<file path="config.mk">
export PLATFORM = sky130hd
export DESIGN_NAME = commu_tx
export DESIGN_NICKNAME = d
export VERILOG_FILES = /design/src/rtl/commu_pkg.sv /design/src/rtl/commu_bit_tmr.sv /design/src/rtl/commu_tx.sv
export SDC_FILE = /design/constraint.sdc
export NUM_CORES = 1
export LEC_CHECK = 0
export ABC_AREA = 1
export ABC_CLOCK_PERIOD_IN_PS = 2960
export CORE_ASPECT_RATIO = 1.2
export CORE_MARGIN = 10
export CORE_UTILIZATION = 30
export CTS_CLUSTER_SIZE = 28
export DETAILED_ROUTE_END_ITERATION = 12
export PLACE_DENSITY = 0.6
export SYNTH_ARGS = -nofsm -noshare
export SYNTH_HDL_FRONTEND = slang
export SYNTH_SLANG_ARGS = --single-unit
</file>
<file path="constraint.sdc">
create_clock -name clk_sys -period 2.96 [get_ports clk_sys]
set_input_delay 0.888 -clock clk_sys [delete_from_list [all_inputs] [get_ports clk_sys]]
set_output_delay 0.888 -clock clk_sys [all_outputs]
set_load 0.01 [all_outputs]
</file>
<file path="src/rtl/commu_pkg.sv">
// Shared definitions for the commu serial link.
// Used by the transmitter here and the receiver on the master FPGA.
package commu_pkg;

  localparam int COMMU_WORD_W  = 16;
  localparam int COMMU_BIT_W   = $clog2(COMMU_WORD_W);
  localparam int COMMU_BIT_CYC = 8;
  localparam int COMMU_GAP_CYC = 4;

  typedef enum logic [1:0] {
    IDLE  = 2'd0,
    SHIFT = 2'd1,
    GAP   = 2'd2,
    DONE  = 2'd3
  } tx_state_t;

endpackage

</file>
<file path="src/rtl/commu_bit_tmr.sv">
// Bit-period cycle counter for the commu transmitter.
// Gives the bit-end strobe and the next-cycle tx_clk level.
module commu_bit_tmr #(
  parameter int BIT_CYC = 8
) (
  input  logic clk_sys,
  input  logic rst_n,
  input  logic start,
  input  logic run,
  output logic bit_end,
  output logic clk_hi_nxt
);

  localparam int CW = $clog2(BIT_CYC);

  logic [CW-1:0] cnt;
  logic [CW-1:0] cnt_nxt;

  assign bit_end = run && (cnt == CW'(BIT_CYC - 1));

  always_comb begin
    cnt_nxt = cnt;
    if (start) begin
      cnt_nxt = '0;
    end else if (run) begin
      cnt_nxt = bit_end ? '0 : cnt + 1'b1;
    end
  end

  // Outputs are registered downstream, so expose the level of the next cycle.
  assign clk_hi_nxt = (cnt_nxt >= CW'(BIT_CYC / 2));

  always_ff @(posedge clk_sys or negedge rst_n) begin
    if (!rst_n) begin
      cnt <= '0;
    end else begin
      cnt <= cnt_nxt;
    end
  end

endmodule

</file>
<file path="src/rtl/commu_tx.sv">
// commu serial word transmitter: 16-bit word, MSB first,
// on a source-synchronous frame/clock/data link.
module commu_tx
  import commu_pkg::*;
#(
  parameter int BIT_CYC = COMMU_BIT_CYC,
  parameter int GAP_CYC = COMMU_GAP_CYC
) (
  input  logic        clk_sys,
  input  logic        rst_n,
  input  logic        fire_tx,
  input  logic [15:0] data_tx,
  output logic        done_tx,
  output logic        busy,
  output logic        fire_err,
  output logic        tx_frm,
  output logic        tx_clk,
  output logic        tx_dat
);

  localparam int GW = $clog2(GAP_CYC + 1);

  tx_state_t                 state;
  tx_state_t                 nxt;
  logic [COMMU_WORD_W-1:0]   sreg;
  logic [COMMU_WORD_W-1:0]   sreg_nxt;
  logic [COMMU_BIT_W-1:0]    bit_cnt;
  logic [GW-1:0]             gap_cnt;
  logic                      start;
  logic                      run;
  logic                      bit_end;
  logic                      clk_hi_nxt;
  logic                      last_bit;

  assign start    = (state == IDLE) && fire_tx;
  assign run      = (state == SHIFT);
  assign last_bit = (bit_cnt == COMMU_BIT_W'(COMMU_WORD_W - 1));

  commu_bit_tmr #(
    .BIT_CYC (BIT_CYC)
  ) u_tmr (
    .clk_sys    (clk_sys),
    .rst_n      (rst_n),
    .start      (start),
    .run        (run),
    .bit_end    (bit_end),
    .clk_hi_nxt (clk_hi_nxt)
  );

  always_comb begin
    nxt      = state;
    sreg_nxt = sreg;
    unique case (state)
      IDLE: begin
        if (fire_tx) begin
          nxt      = SHIFT;
          sreg_nxt = data_tx;
        end
      end
      SHIFT: begin
        if (bit_end) begin
          sreg_nxt = {sreg[COMMU_WORD_W-2:0], 1'b0};
          if (last_bit) nxt = GAP;
        end
      end
      GAP: begin
        if (gap_cnt == GW'(GAP_CYC - 1)) nxt = DONE;
      end
      DONE: begin
        nxt = IDLE;
      end
      default: nxt = IDLE;
    endcase
  end

  always_ff @(posedge clk_sys or negedge rst_n) begin
    if (!rst_n) begin
      state    <= IDLE;
      sreg     <= '0;
      bit_cnt  <= '0;
      gap_cnt  <= '0;
      done_tx  <= 1'b0;
      busy     <= 1'b0;
      fire_err <= 1'b0;
      tx_frm   <= 1'b0;
      tx_clk   <= 1'b0;
      tx_dat   <= 1'b0;
    end else begin
      state <= nxt;
      sreg  <= sreg_nxt;
      if (start) begin
        bit_cnt <= '0;
      end else if (bit_end && !last_bit) begin
        bit_cnt <= bit_cnt + 1'b1;
      end
      gap_cnt  <= (state == GAP) ? gap_cnt + 1'b1 : '0;
      // Link outputs follow the next state so they line up with it.
      done_tx  <= (nxt == DONE);
      busy     <= (nxt != IDLE);
      fire_err <= fire_err | (fire_tx && (state != IDLE));
      tx_frm   <= (nxt == SHIFT);
      tx_clk   <= (nxt == SHIFT) && clk_hi_nxt;
      tx_dat   <= (nxt == SHIFT) && sreg_nxt[COMMU_WORD_W-1];
    end
  end

endmodule

</file>
==> reports/summary.txt, run 1 <==
==============================================================================
Run status                                                        complete, no violations
Final count of hold timing violations                                        0
Starting density of the core                                             0.307
Routed Wire Length                                                     2.86 mm
Utilization of the core after routing                                    0.390
Placer Congestion                                                        0.715
Yosys synthesis warning count                                                0
Global-route usage over all layers                                      0.0742
Worst IR Drop VDD                                                   0.000399 V
Total congestion overflow                                                    0
Largest cells by area after synthesis                             dfrtp_1 (56%), nand2_1 (15%), nand3_1 (9.0%), inv_1 (4.2%), ha_1 (4.1%)
Clock tree from TritonCTS                                                 done
Placeable core region                                             0.00490 sq mm
Iteration-0 DRC count of the detailed router                                76
Number of design rule violations left after detail routing                   0
Avg Cell Area, Syn                                                  8.77 sq um
Proportion of synthesized chip area in sequential cells                  0.564
Critical Path Sink Type                                           primary output
Synthesized netlist cell count                                             172
Final hold slack                                                      0.435 ns
Number of detailed-routing iterations run before antenna repair              5
Routed via count                                                          1145
Count of flip-flops with a built-in enable after synthesis                   0
Pin count of the biggest net entering global routing                        35
Root buffer selected by CTS                                           clkbuf_8
Fraction of final layout cells sized beyond drive strength 1            0.0644
Number of cells traversed by the worst hold path                             1
Number of top-level design ports                                            25
Net count after synthesis                                                  196
Cell area power density                                            769 mW/mm^2
Total negative slack for setup checks                                     0 ns
Total leakage power                                                   0.964 nW
Type of origin of the critical path                                  flip-flop
Resize count post-CTS                                                        0
Reg clk slew, reported paths                                           0.07 ns
Worst path slowest cell                                           clkdlybuf4s50_1
First-pass GRT wire length                                             5.18 mm
Family with the most delay on the worst path                      buffers and inverters
Die Width                                                         84.7 microns
Pins over their slew limit                                                   0
Number of standard-cell rows in the floorplan                               28
Wire length per cell                                              10.9 microns
Post-route antenna net violation count                                       0
Final cycle utilization of the critical path                             0.690
Worst reg2reg path depth                                                     7
Library cell with the largest summed area after synthesis              dfrtp_1
H-tree levels                                                                2
Worst slew margin relative to its limit                                  0.689
Achievable Freq                                                        489 MHz
Final HPWL DP                                                          2.05 mm
Height of the chip                                                97.7 microns
List of cells traversed by the critical path                      clkdlybuf4s50_1
Antenna violations before repair                                             0
Die area                                                          0.00827 sq mm
Launching instance or port of the critical path                       fire_err
Clock net sink count                                                        34
Unrepaired setup endpoints after global routing                          false
Commonest cells in the netlist                                    nand2_1 (60), dfrtp_1 (34), nand3_1 (27)
Clock insertion delay at the later pin of the skew report              0.28 ns
Crit Reg-Reg Startpoint                                           u_tmr.cnt[0]
Min cycle time layout                                                  2.04 ns
Final Net Count                                                            225
Stage delay of the slowest cell on the critical path                   0.53 ns
Bufs and invs on worst path                                                  1
Layout overhead on the synthesized area                                  26.7%
Kind of path behind the tightest hold check                       flip-flop to flip-flop
Top_reg_cell synth                                                     dfrtp_1
Number of storage elements in the synthesis netlist                         34
Tightest Pin Transition                                               0.465 ns
Routed vias/inst                                                          4.37
Number of global-route vias before repair                                 1183
I/O Buffers                                                                 24
Arrival time reported for the critical path endpoint                   1.16 ns
Asr flop ratio synth                                                      1.00
Worst hold path startpoint                                          gap_cnt[0]
Most frequently used cell type in the post-synthesis netlist           nand2_1
Required arrival time at the worst endpoint                            2.07 ns
Number of unique standard cell types used by synthesis                      18
Critical path fanouts, max                                                   2
Top-area cell type share of the netlist area                             0.564
Clk buf depth                                                                2
Number of buffers added by the clock tree synthesis step                     5
Antenna diode count                                                          0
Max-cap violations                                                           0
Setup repair bufs after CTS                                                  0
Final setup violation count                                                  0
# hold bufs at CTS                                                           0
Worst Skew                                                           0.0102 ns
Post-synthesis cell area                                          0.00151 sq mm
CP Depth                                                                     1
WS Path Type                                                      flip-flop to primary output
==============================================================================
==> worst paths after layout <==
check / to / slack [ns]
min in group asynchronous: busy / 1.00
min: gap_cnt[0] / 0.44
max in group asynchronous: u_tmr.cnt[2] / 1.64
max: fire_err / 0.92
min reg2reg: gap_cnt[0] / 0.44
max reg2reg: tx_dat / 1.22
==> sequential cells by signal (all words and copies together) (netlist names) <==
signal / cells
u_tmr.cnt: 3
gap_cnt: 3
tx_clk: 1
tx_frm: 1
busy: 1
state: 2
sreg: 16
bit_cnt: 4
done_tx: 1
tx_dat: 1
fire_err: 1
==> placed cells by master, fill, tap and decap left out, drive strengths merged <==
cell type	netlist	layout
a21oi	2	2
buf	3	1
bufinv	0	1
clkbuf	0	7
clkdlybuf4s50	0	24
dfrtp	34	34
ha	5	5
inv	19	19
nand2	62	62
nand3	28	28
nand4	3	3
nor2	10	10
o21ai	3	3
o21bai	1	1
xor2	2	2
==> cell families after synthesis <==
family	Yosys count	share of synthesized area
flip-flops	34	0.564
adder cells (fa/ha/maj)	5	0.0415
XOR/XNOR	2	0.0116
AO/OA/AOI/OAI	6	0.0216
AND/OR/NAND/NOR	103	0.296
buffers and inverters	22	0.0647
==> layout make-up <==
| type | count | area, sq um |
|---|---|---|
| Inverter | 19 | 71.3 |
| Multi-Input combinational cell | 116 | 559 |
| Sequential cell | 34 | 851 |
| Fill cell | 520 | 2990 |
| Clock inverter | 1 | 30.0 |
| Timing Repair Buffer | 25 | 248 |
| Clock buffer | 7 | 76.3 |
| Tap cell | 60 | 75.1 |
==> where the power goes <==
group          total, mW  switching (mW)  leakage (nW)  internal, mW
clock              0.416           0.164        0.0524         0.252
combinational      0.361           0.197         0.479         0.164
sequential         0.691          0.0843         0.432         0.607
total               1.47           0.446         0.964          1.02
==> routing by layer <==
metal  global-route usage  vias up  wire (microns)
met5                    0        -               0
met2                0.116       26            1280
met4               0.0266        0              48
li1                     -      601               -
met3               0.0327        5             166
met1               0.0873      513            1370
==> per-stage QoR <==
step                      instances  setup slack [ns]  cell area, sq um  power, mW
after global placement          254             0.869              1800       1.06
after floorplan                 172              1.52              1510      0.947
after CTS                       262             0.896              1910       1.50
after detailed placement        254             0.839              1800       1.07
after global routing            262             0.850              1910       1.59
final                           262             0.916              1910       1.47
No activity file was read; power rests on OpenSTA's default activity.
==> run 2: changes to the inputs <==
Settings changed: ABC_CLOCK_PERIOD_IN_PS 2960 to 2000.
Clock period 2.96 ns to 2 ns, I/O delays scaled along.
==> run 2 against run 1 <==
Sequential power increased by 48%. Final cell count increased by 0.38%. Sequential share of layout area increased by 0.18 points. Die area unchanged. Clock skew decreased by 0.0086 ns. Critical path depth unchanged. Utilization decreased by 0.15 points. Non-clock buffer count increased by 1. Largest cell class unchanged. Register-to-register slack got worse by 0.66 ns. Largest power group unchanged. Hold slack improved by 0.011 ns.
==> reports/summary.txt, run 2 (synthesis gave the netlist of run 1 again) <==
==============================================================================
Wire length per cell                                              11.0 microns   +0.66%
Total negative slack for setup checks                                     0 ns   unchanged
# hold bufs at CTS                                                           0   unchanged
Worst path slowest cell                                           clkdlybuf4s50_1
Pin count of the biggest net entering global routing                        35   unchanged
Biggest registers after layout                                    sreg: 16 flops, bit_cnt: 4 flops
Final std cells w/o fill                                                   263   +0.38%
Worst slack at placement                                              0.160 ns   -0.680 ns
Bufs and invs on worst path                                                  1   unchanged
Kind of path behind the tightest hold check                       flip-flop to flip-flop
Worst Skew                                                          0.00164 ns   -0.00855 ns
Root buffer selected by CTS                                           clkbuf_8
Critical Path Sink Type                                           primary output
Cell area power density                                           1090 mW/mm^2   +42%
Number of fillers in the final layout                                      520   unchanged
I/O Buffers                                                                 24   unchanged
Final count of hold timing violations                                        0   unchanged
Family with the most delay on the worst path                      buffers and inverters
Reg clk slew, reported paths                                           0.07 ns   about the same
Final HPWL DP                                                          2.08 mm   +1.9%
Final cycle utilization of the critical path                             0.878
Number of top-level design ports                                            25   unchanged
Final Net Count                                                            226   +0.44%
Stage delay of the slowest cell on the critical path                   0.53 ns   about the same
Clk buf depth                                                                2   unchanged
Resize count post-CTS                                                        0   unchanged
Clock net sink count                                                        34   unchanged
Critical path fanouts, max                                                   2   unchanged
Achievable Freq                                                        570 MHz
Routed via count                                                          1160   +1.3%
Routed Wire Length                                                     2.89 mm   +1.0%
Max reg flops                                                               16   unchanged
Number of detailed-routing iterations run before antenna repair              6   +1
Worst IR Drop VDD                                                   0.000560 V   +40%
Post-route antenna net violation count                                       0   unchanged
Number of placed cells counting well taps                                  255   +0.39%
Die Width                                                         84.7 microns   unchanged
Worst slew margin relative to its limit                                  0.711   +0.0215
Total leakage power                                                   0.965 nW   +0.12%
Clock tree from TritonCTS                                                 done
Register with the most flip-flops                                         sreg
Utilization of the core after routing                                    0.388   -0.00153
Number of buffers added by the clock tree synthesis step                     5   unchanged
Starting density of the core                                             0.307   unchanged
Max-cap violations                                                           0   unchanged
Fraction of final layout cells sized beyond drive strength 1            0.0739   +0.00954
Required arrival time at the worst endpoint                            1.40 ns   -0.67 ns
Iteration-0 DRC count of the detailed router                                53   -30%
Number of standard-cell rows in the floorplan                               28   unchanged
Placed Area                                                       0.00181 sq mm   +0.42%
Antenna diode count                                                          0   unchanged
Run status                                                        complete, no violations
WS Path Type                                                      flip-flop to primary output
Height of the chip                                                97.7 microns   unchanged
Clock insertion delay at the later pin of the skew report              0.28 ns   about the same
Antenna violations before repair                                             0   unchanged
Area of the multi-input gates                                        559 sq um   unchanged
First-pass GRT wire length                                             5.25 mm   +1.4%
Setup repair bufs after CTS                                                  0   unchanged
Final setup violation count                                                  0   unchanged
Arrival time reported for the critical path endpoint                   1.16 ns   about the same
FF+latch area                                                        851 sq um   unchanged
Tightest Pin Transition                                               0.434 ns   -0.0318 ns
Number of global-route vias before repair                                 1238   +4.6%
Leading cell types in the layout, fill and taps excluded          nand2_1 (60), dfrtp_1 (34), nand3_1 (27)
Unrepaired setup endpoints after global routing                          false
Setup WS post-layout                                                  0.244 ns   -0.672 ns
Placeable core region                                             0.00490 sq mm   unchanged
Global-route usage over all layers                                      0.0760   +0.00178
Min cycle time layout                                                  1.76 ns
Number of design rule violations left after detail routing                   0   unchanged
List of cells traversed by the critical path                      clkdlybuf4s50_1
Die area                                                          0.00827 sq mm   unchanged
Final design area excluding fillers                               0.00190 sq mm   -0.39%
Placer Congestion                                                        0.704   -1.6%
Commonest non-fill, non-tap cell in the layout                         nand2_1
Layout overhead on the synthesized area                                  26.2%
Total congestion overflow                                                    0   unchanged
H-tree levels                                                                2   unchanged
Routed vias/inst                                                          4.41   +0.92%
Type of origin of the critical path                                  flip-flop
Pins over their slew limit                                                   0   unchanged
==============================================================================
## run 2: cell count changes in the layout (fill, tap and decap cells not counted), sizes merged
cell | previous run | this run
buf | 1 | 2
bufinv | 1 | 0
clkinv | 0 | 1
## run 2: per-stage QoR
| step | hold slack, ns | power (mW) |
|---|---|---|
| floorplan | 0.304 | 1.40 |
| global placement | 0.426 | 1.58 |
| detailed placement | 0.443 | 1.59 |
| CTS | 0.452 | 2.13 |
| global route | 0.475 | 2.27 |
| finish | 0.447 | 2.08 |
## run 2: metal layers
metal	share of wire	vias to the layer above	track usage
met1	0.49	536	0.0870
li1	-	602	-
met3	0.049	0	0.0285
met2	0.46	22	0.116
met4	0	0	0.0457
met5	0	-	0
## run 2: where the power goes
| part | total (mW) | internal, mW | switching, mW |
|---|---|---|---|
| Combinational | 0.537 | 0.248 | 0.288 |
| Clock | 0.517 | 0.278 | 0.240 |
| Sequential | 1.02 | 0.898 | 0.126 |
| Total | 2.08 | 1.42 | 0.654 |
## run 2: cell type report
type | count | area share
Inverter | 19 | 0.0375
Tap cell | 60 | 0.0394
Timing Repair Buffer | 26 | 0.134
Multi-Input combinational cell | 116 | 0.294
Sequential cell | 34 | 0.447
Clock buffer | 7 | 0.0454
Clock inverter | 1 | 0.00263
## run 2: final timing paths
check / start / end / slack, ns / cells past startpoint
setup / recovery: fire_err / fire_err / 0.24 / 1
hold / removal: gap_cnt[0] / gap_cnt[0] / 0.45 / 1
setup reg to reg: u_tmr.cnt[0] / sreg[2] / 0.56 / 7
hold reg to reg: gap_cnt[0] / gap_cnt[0] / 0.45 / 1
max in group asynchronous: rst_n / sreg[14] / 0.96 / 2
min in group asynchronous: rst_n / busy / 0.73 / 2
==> run 3: changes to the inputs <==
Settings changed: CORE_MARGIN 10 to 1.5, TNS_END_PERCENT from default to 100.
==> run 3 against run 2 <==
Clock skew grew 0.0027 ns. Wire length shrank 5.6%. Setup slack lost 0.0034 ns. Non-clock buffer count is the same. Via count grew 0.69%. Largest cell class unchanged. Sequential share of layout area is the same. Final cell count is the same. Design area is the same. Sequential cell count is the same. Hold slack lost 0.016 ns. Maximum frequency shrank 0.19%. Die area shrank 34%.
==> reports/summary.txt, run 3 (synthesis gave the netlist of run 1 again) <==
==============================================================================
Run status                                                        complete, no violations
Number of standard-cell rows in the floorplan                               28   unchanged
Starting density of the core                                             0.310   +0.00221
Crit Reg-Reg Startpoint                                           u_tmr.cnt[0]
Clock insertion delay at the later pin of the skew report              0.28 ns   about the same
Post-route antenna net violation count                                       0   unchanged
Number of top-level design ports                                            25   unchanged
Capturing instance or port of the critical path                       fire_err
Stage delay of the slowest cell on the critical path                   0.53 ns   about the same
Family with the most delay on the worst path                      buffers and inverters
List of cells traversed by the critical path                      clkdlybuf4s50_1
Global-route usage over all layers                                       0.120   +0.0441
Total leakage power                                                   0.965 nW   unchanged
First-pass GRT wire length                                             4.87 mm   -7.2%
Number of buffers added by the clock tree synthesis step                     5   unchanged
Part of the total power dissipated in sequential elements                0.492   about the same
Resize count post-CTS                                                        0   unchanged
Int Power                                                              1.43 mW   about the same
Clock net sink count                                                        34   unchanged
Height of the chip                                                80.7 microns   -17%
Leading cell types in the layout, fill and taps excluded          nand2_1 (60), dfrtp_1 (34), nand3_1 (27)
Reg clk slew, reported paths                                           0.07 ns   about the same
Pins over their slew limit                                                   0   unchanged
Crit Reg-Reg Endpoint                                                 sreg[12]
Routed vias/inst                                                          4.44   +0.69%
Commonest non-fill, non-tap cell in the layout                         nand2_1
Antenna diode count                                                          0   unchanged
Psw                                                                     660 uW   +0.94%
Tightest Pin Transition                                               0.429 ns   -0.00493 ns
Unrepaired setup endpoints after global routing                          false
Routed via count                                                          1168   +0.69%
Launching instance or port of the critical path                       fire_err
I/O Buffers                                                                 24   unchanged
Worst Skew                                                          0.00437 ns   +0.00273 ns
Register with the most flip-flops                                         sreg
Worst slew margin relative to its limit                                  0.714   +0.00329
Number of placed cells counting well taps                                  255   unchanged
Number of detailed-routing iterations run before antenna repair              4   -2
Min cycle time layout                                                  1.76 ns   +0.00342 ns
Total negative slack for setup checks                                     0 ns   unchanged
Pin count of the biggest net entering global routing                        35   unchanged
Cell area power density                                           1100 mW/mm^2   +0.33%
Die Width                                                         67.7 microns   -20%
Achievable Freq                                                        569 MHz   -0.19%
Type of origin of the critical path                                  flip-flop
Final setup violation count                                                  0   unchanged
Max-cap violations                                                           0   unchanged
Root buffer selected by CTS                                           clkbuf_8
Antenna violations before repair                                             0   unchanged
Bufs and invs on worst path                                                  1   unchanged
Final std cells w/o fill                                                   263   unchanged
Final Net Count                                                            226   unchanged
H-tree levels                                                                2   unchanged
Die area                                                          0.00546 sq mm   -34%
Final count of hold timing violations                                        0   unchanged
Layout overhead on the synthesized area                                  26.2%   unchanged
Worst IR Drop VDD                                                   0.000389 V   -30%
Arrival time reported for the critical path endpoint                   1.16 ns   about the same
Max reg flops                                                               16   unchanged
Number of design rule violations left after detail routing                   0   unchanged
# hold bufs at CTS                                                           0   unchanged
Iteration-0 DRC count of the detailed router                                69   +30%
Biggest registers after layout                                    sreg: 16 flops, bit_cnt: 4 flops
Number of global-route vias before repair                                 1142   -7.8%
Clock tree from TritonCTS                                                 done
Fraction of final layout cells sized beyond drive strength 1            0.0739   unchanged
WS Path Type                                                      flip-flop to primary output
Final HPWL DP                                                          1.90 mm   -8.7%
Total congestion overflow                                                    0   unchanged
Setup repair bufs after CTS                                                  0   unchanged
Worst reg2reg path depth                                                     7   unchanged
R2R setup slack                                                        0.55 ns   about the same
Placeable core region                                             0.00487 sq mm   -0.71%
Switching Share                                                          0.317   +0.00189
Clock share of power                                                     0.249   about the same
Routed Wire Length                                                     2.73 mm   -5.6%
Wire length per cell                                              10.4 microns   -5.6%
Relative contribution of combinational cells to total power              0.258   about the same
Kind of path behind the tightest hold check                       flip-flop to flip-flop
CP Depth                                                                     1   unchanged
Critical Path Sink Type                                           primary output
Final cycle utilization of the critical path                             0.879   +0.00171
Critical path fanouts, max                                                   2   unchanged
Clk buf depth                                                                2   unchanged
Required arrival time at the worst endpoint                            1.40 ns   about the same
Worst path slowest cell                                           clkdlybuf4s50_1
Placer Congestion                                                        0.833   +18%
==============================================================================
## run 3: cell counts in the layout (fill, tap and decap cells not counted)
Identical to the previous run, type by type.
## run 3: metrics by stage
stage               cell area, sq um  setup WS [ns]  utilization  total power [mW]  hold slack (ns)
floorplan                       1510          0.639            -              1.40            0.304
global placement                1810          0.190        0.372              1.57            0.426
detailed placement              1810          0.187        0.372              1.59            0.426
CTS                             1900          0.219        0.391              2.12            0.435
global route                    1900          0.194        0.391              2.26            0.471
finish                          1900          0.241        0.391              2.09            0.431
## run 3: routing by layer
| layer | up-vias | GRT usage | wire (microns) |
|---|---|---|---|
| li1 | 604 | - | - |
| met1 | 533 | 0.137 | 1250 |
| met2 | 24 | 0.195 | 1270 |
| met3 | 7 | 0.0420 | 145 |
| met4 | 0 | 0.0592 | 57 |
| met5 | - | 0 | 0 |
## run 3: worst min path at each step
stage,from,end,slack [ns],depth (start not counted)
after floorplan,rst_n,bit_cnt[0],0.30,0
after global placement,gap_cnt[0],gap_cnt[0],0.43,1
after detailed placement,gap_cnt[0],gap_cnt[0],0.43,1
after CTS,gap_cnt[0],gap_cnt[0],0.43,1
after global routing,gap_cnt[0],gap_cnt[0],0.47,1
final,gap_cnt[0],gap_cnt[0],0.43,1
## run 3: area by class of cell
| type | count | area [sq um] |
|---|---|---|
| inverters | 19 | 71.3 |
| clock inverters | 1 | 5.00 |
| flip-flops and latches | 34 | 851 |
| fillers | 523 | 2970 |
| multi-input cells | 116 | 559 |
| well taps | 60 | 75.1 |
| clock buffers | 7 | 86.3 |
| repair buffers | 26 | 255 |
## run 3: power by group through the flow
stage | combinational, mW | sequential [mW] | clock [mW]
after global routing | 0.643 | 1.05 | 0.564
after global placement | 0.537 | 1.04 | 0
after CTS | 0.555 | 1.03 | 0.543
after floorplan | 0.383 | 1.02 | 0
final | 0.539 | 1.03 | 0.520
after detailed placement | 0.553 | 1.04 | 0
## run 3: worst register-to-register path, delay by kind of cell (launching register included)
| kind | cells | cell delay (ns) |
|---|---|---|
| adders and majority gates | 2 | 0.42 |
| buffers and inverters | 2 | 0.26 |
| DFF | 1 | 0.39 |
| and+or+nand+nor | 3 | 0.27 |
==> edit: new RTL, config.mk and constraints of run 3 <==
`COMMU_GAP_CYC`: 4 -> 8.
--- a/src/rtl/commu_pkg.sv
+++ b/src/rtl/commu_pkg.sv
@@ -5,7 +5,7 @@
   localparam int COMMU_WORD_W  = 16;
   localparam int COMMU_BIT_W   = $clog2(COMMU_WORD_W);
   localparam int COMMU_BIT_CYC = 8;
-  localparam int COMMU_GAP_CYC = 4;
+  localparam int COMMU_GAP_CYC = 8;
 
   typedef enum logic [1:0] {
     IDLE  = 2'd0,
Formal check against the unedited RTL: no difference found for any inputs over 10 cycles, from zero or initial values and one cycle with rst_n low; that may be too few to reach the edited logic, so the function may still have changed.
==> edit against run 3 <==
Sequential power up 8%. Register-to-register slack lost 0.03 ns. First-iteration DRC count down 7.2%. Area after synthesis grew 13%. Total power increased by 22%. Setup slack got worse by 0.0023 ns. Routed wire length grew 9.9%. Sequential share of layout area decreased by 3.3 points. Sequential cell count up 1. Clock power is 26% higher. Non-clock buffer count stayed put. Final cell count is 5.3% higher. Cell area rose by 11%. Largest cell class unchanged. Largest power group unchanged.
==> edit: results (changes against run 3) <==
| Metric | Value |
|---|---|
| Run status | `finished clean` |
| Total wirelength of the detailed-routed design | `3000 µm (+9.9%)` |
| Seq/Total Area, Yosys | `0.514 (-0.0507)` |
| Net count of the mapped netlist | `207 (+5.6%)` |
| Number of cells in the design after placement | `269 (+5.5%)` |
| Capturing point of the worst reg2reg path | `sreg[2]$_DFFE_PN0P_` |
| Post-Place Setup Slack | `0.128 ns (-0.0596 ns)` |
| Total number of sequential cells | `35 (+2.9%)` |
| Most frequent cells after synthesis | `48 x sky130_fd_sc_hd__nand2_1, 35 x sky130_fd_sc_hd__dfrtp_1, 18 x sky130_fd_sc_hd__inv_1, 14 x sky130_fd_sc_hd__nor2_1, 13 x sky130_fd_sc_hd__nand3_1` |
| Dpl hpwl | `2130 µm (+12%)` |
| WHS Endpoint | `fire_err$_DFF_PN0_` |
| Final Wtd Congestion | `0.778 (-6.6%)` |
| Share of layout cells above drive strength 1 | `0.195 (+0.121)` |
| Pin count of the biggest net entering global routing | `36 (+2.9%)` |
| Avg Inst Size Synth | `9.27 µm² (+5.7%)` |
| Worst VDD drop | `0.459 mV (+18%)` |
| Top area cells in the synthesized netlist | `sky130_fd_sc_hd__dfrtp_1 51%, sky130_fd_sc_hd__nand2_1 11%, sky130_fd_sc_hd__nand3_2 6.5%, sky130_fd_sc_hd__nand2_2 4.0%, sky130_fd_sc_hd__inv_1 4.0%` |
| Routed len/inst | `10.8 µm (+4.3%)` |
| Clock buffers | `6 (-1)` |
| Filler instances | `571 (+9.2%)` |
| Clock-cell share of area | `0.0557 (+0.00766)` |
| Area of the multi-input gates | `707 µm² (+26%)` |
| Count of inserted tapcells | `62 (+3.3%)` |
| Nets | `237 (+4.9%)` |
| Register-to-Register Setup Slack | `0.52 ns (-0.03 ns)` |
| Max Fclk | `568 MHz (-0.13%)` |
| Number of unique standard cell types used by synthesis | `23 (+5)` |
| Layout inverter count without the clock tree | `20 (+1)` |
| Placed Area | `2000 µm² (+10%)` |
-- edit: changes by cell type in the layout (fill, tap and decap cells not counted), sizes merged, moves of 2 or more --
cell          run 3  this run
a21oi             2         4
o21ai             3         8
nand3            28        24
nor2             10        19
nand4             3         1
-- edit: kinds of logic after synthesis --
group	Yosys count	share of synthesized area
xor+xnor	2	0.0103
buf+inv	23	0.0719
simple gates	106	0.329
flops	35	0.514
compound gates	14	0.0462
fa+ha+maj	4	0.0293
-- edit: metal layers --
| metal | global-route usage | wire (µm) |
|---|---|---|
| met1 | 0.141 | 1420 |
| met3 | 0.0341 | 127 |
| met5 | 0 | 0 |
| met2 | 0.173 | 1390 |
| met4 | 0.0669 | 65 |
-- edit: power by group --
group          switching (mW)  leakage [nW]  internal (mW)
registers               0.158         0.441          0.948
clock network           0.253        0.0612          0.403
logic                   0.444         0.512          0.339
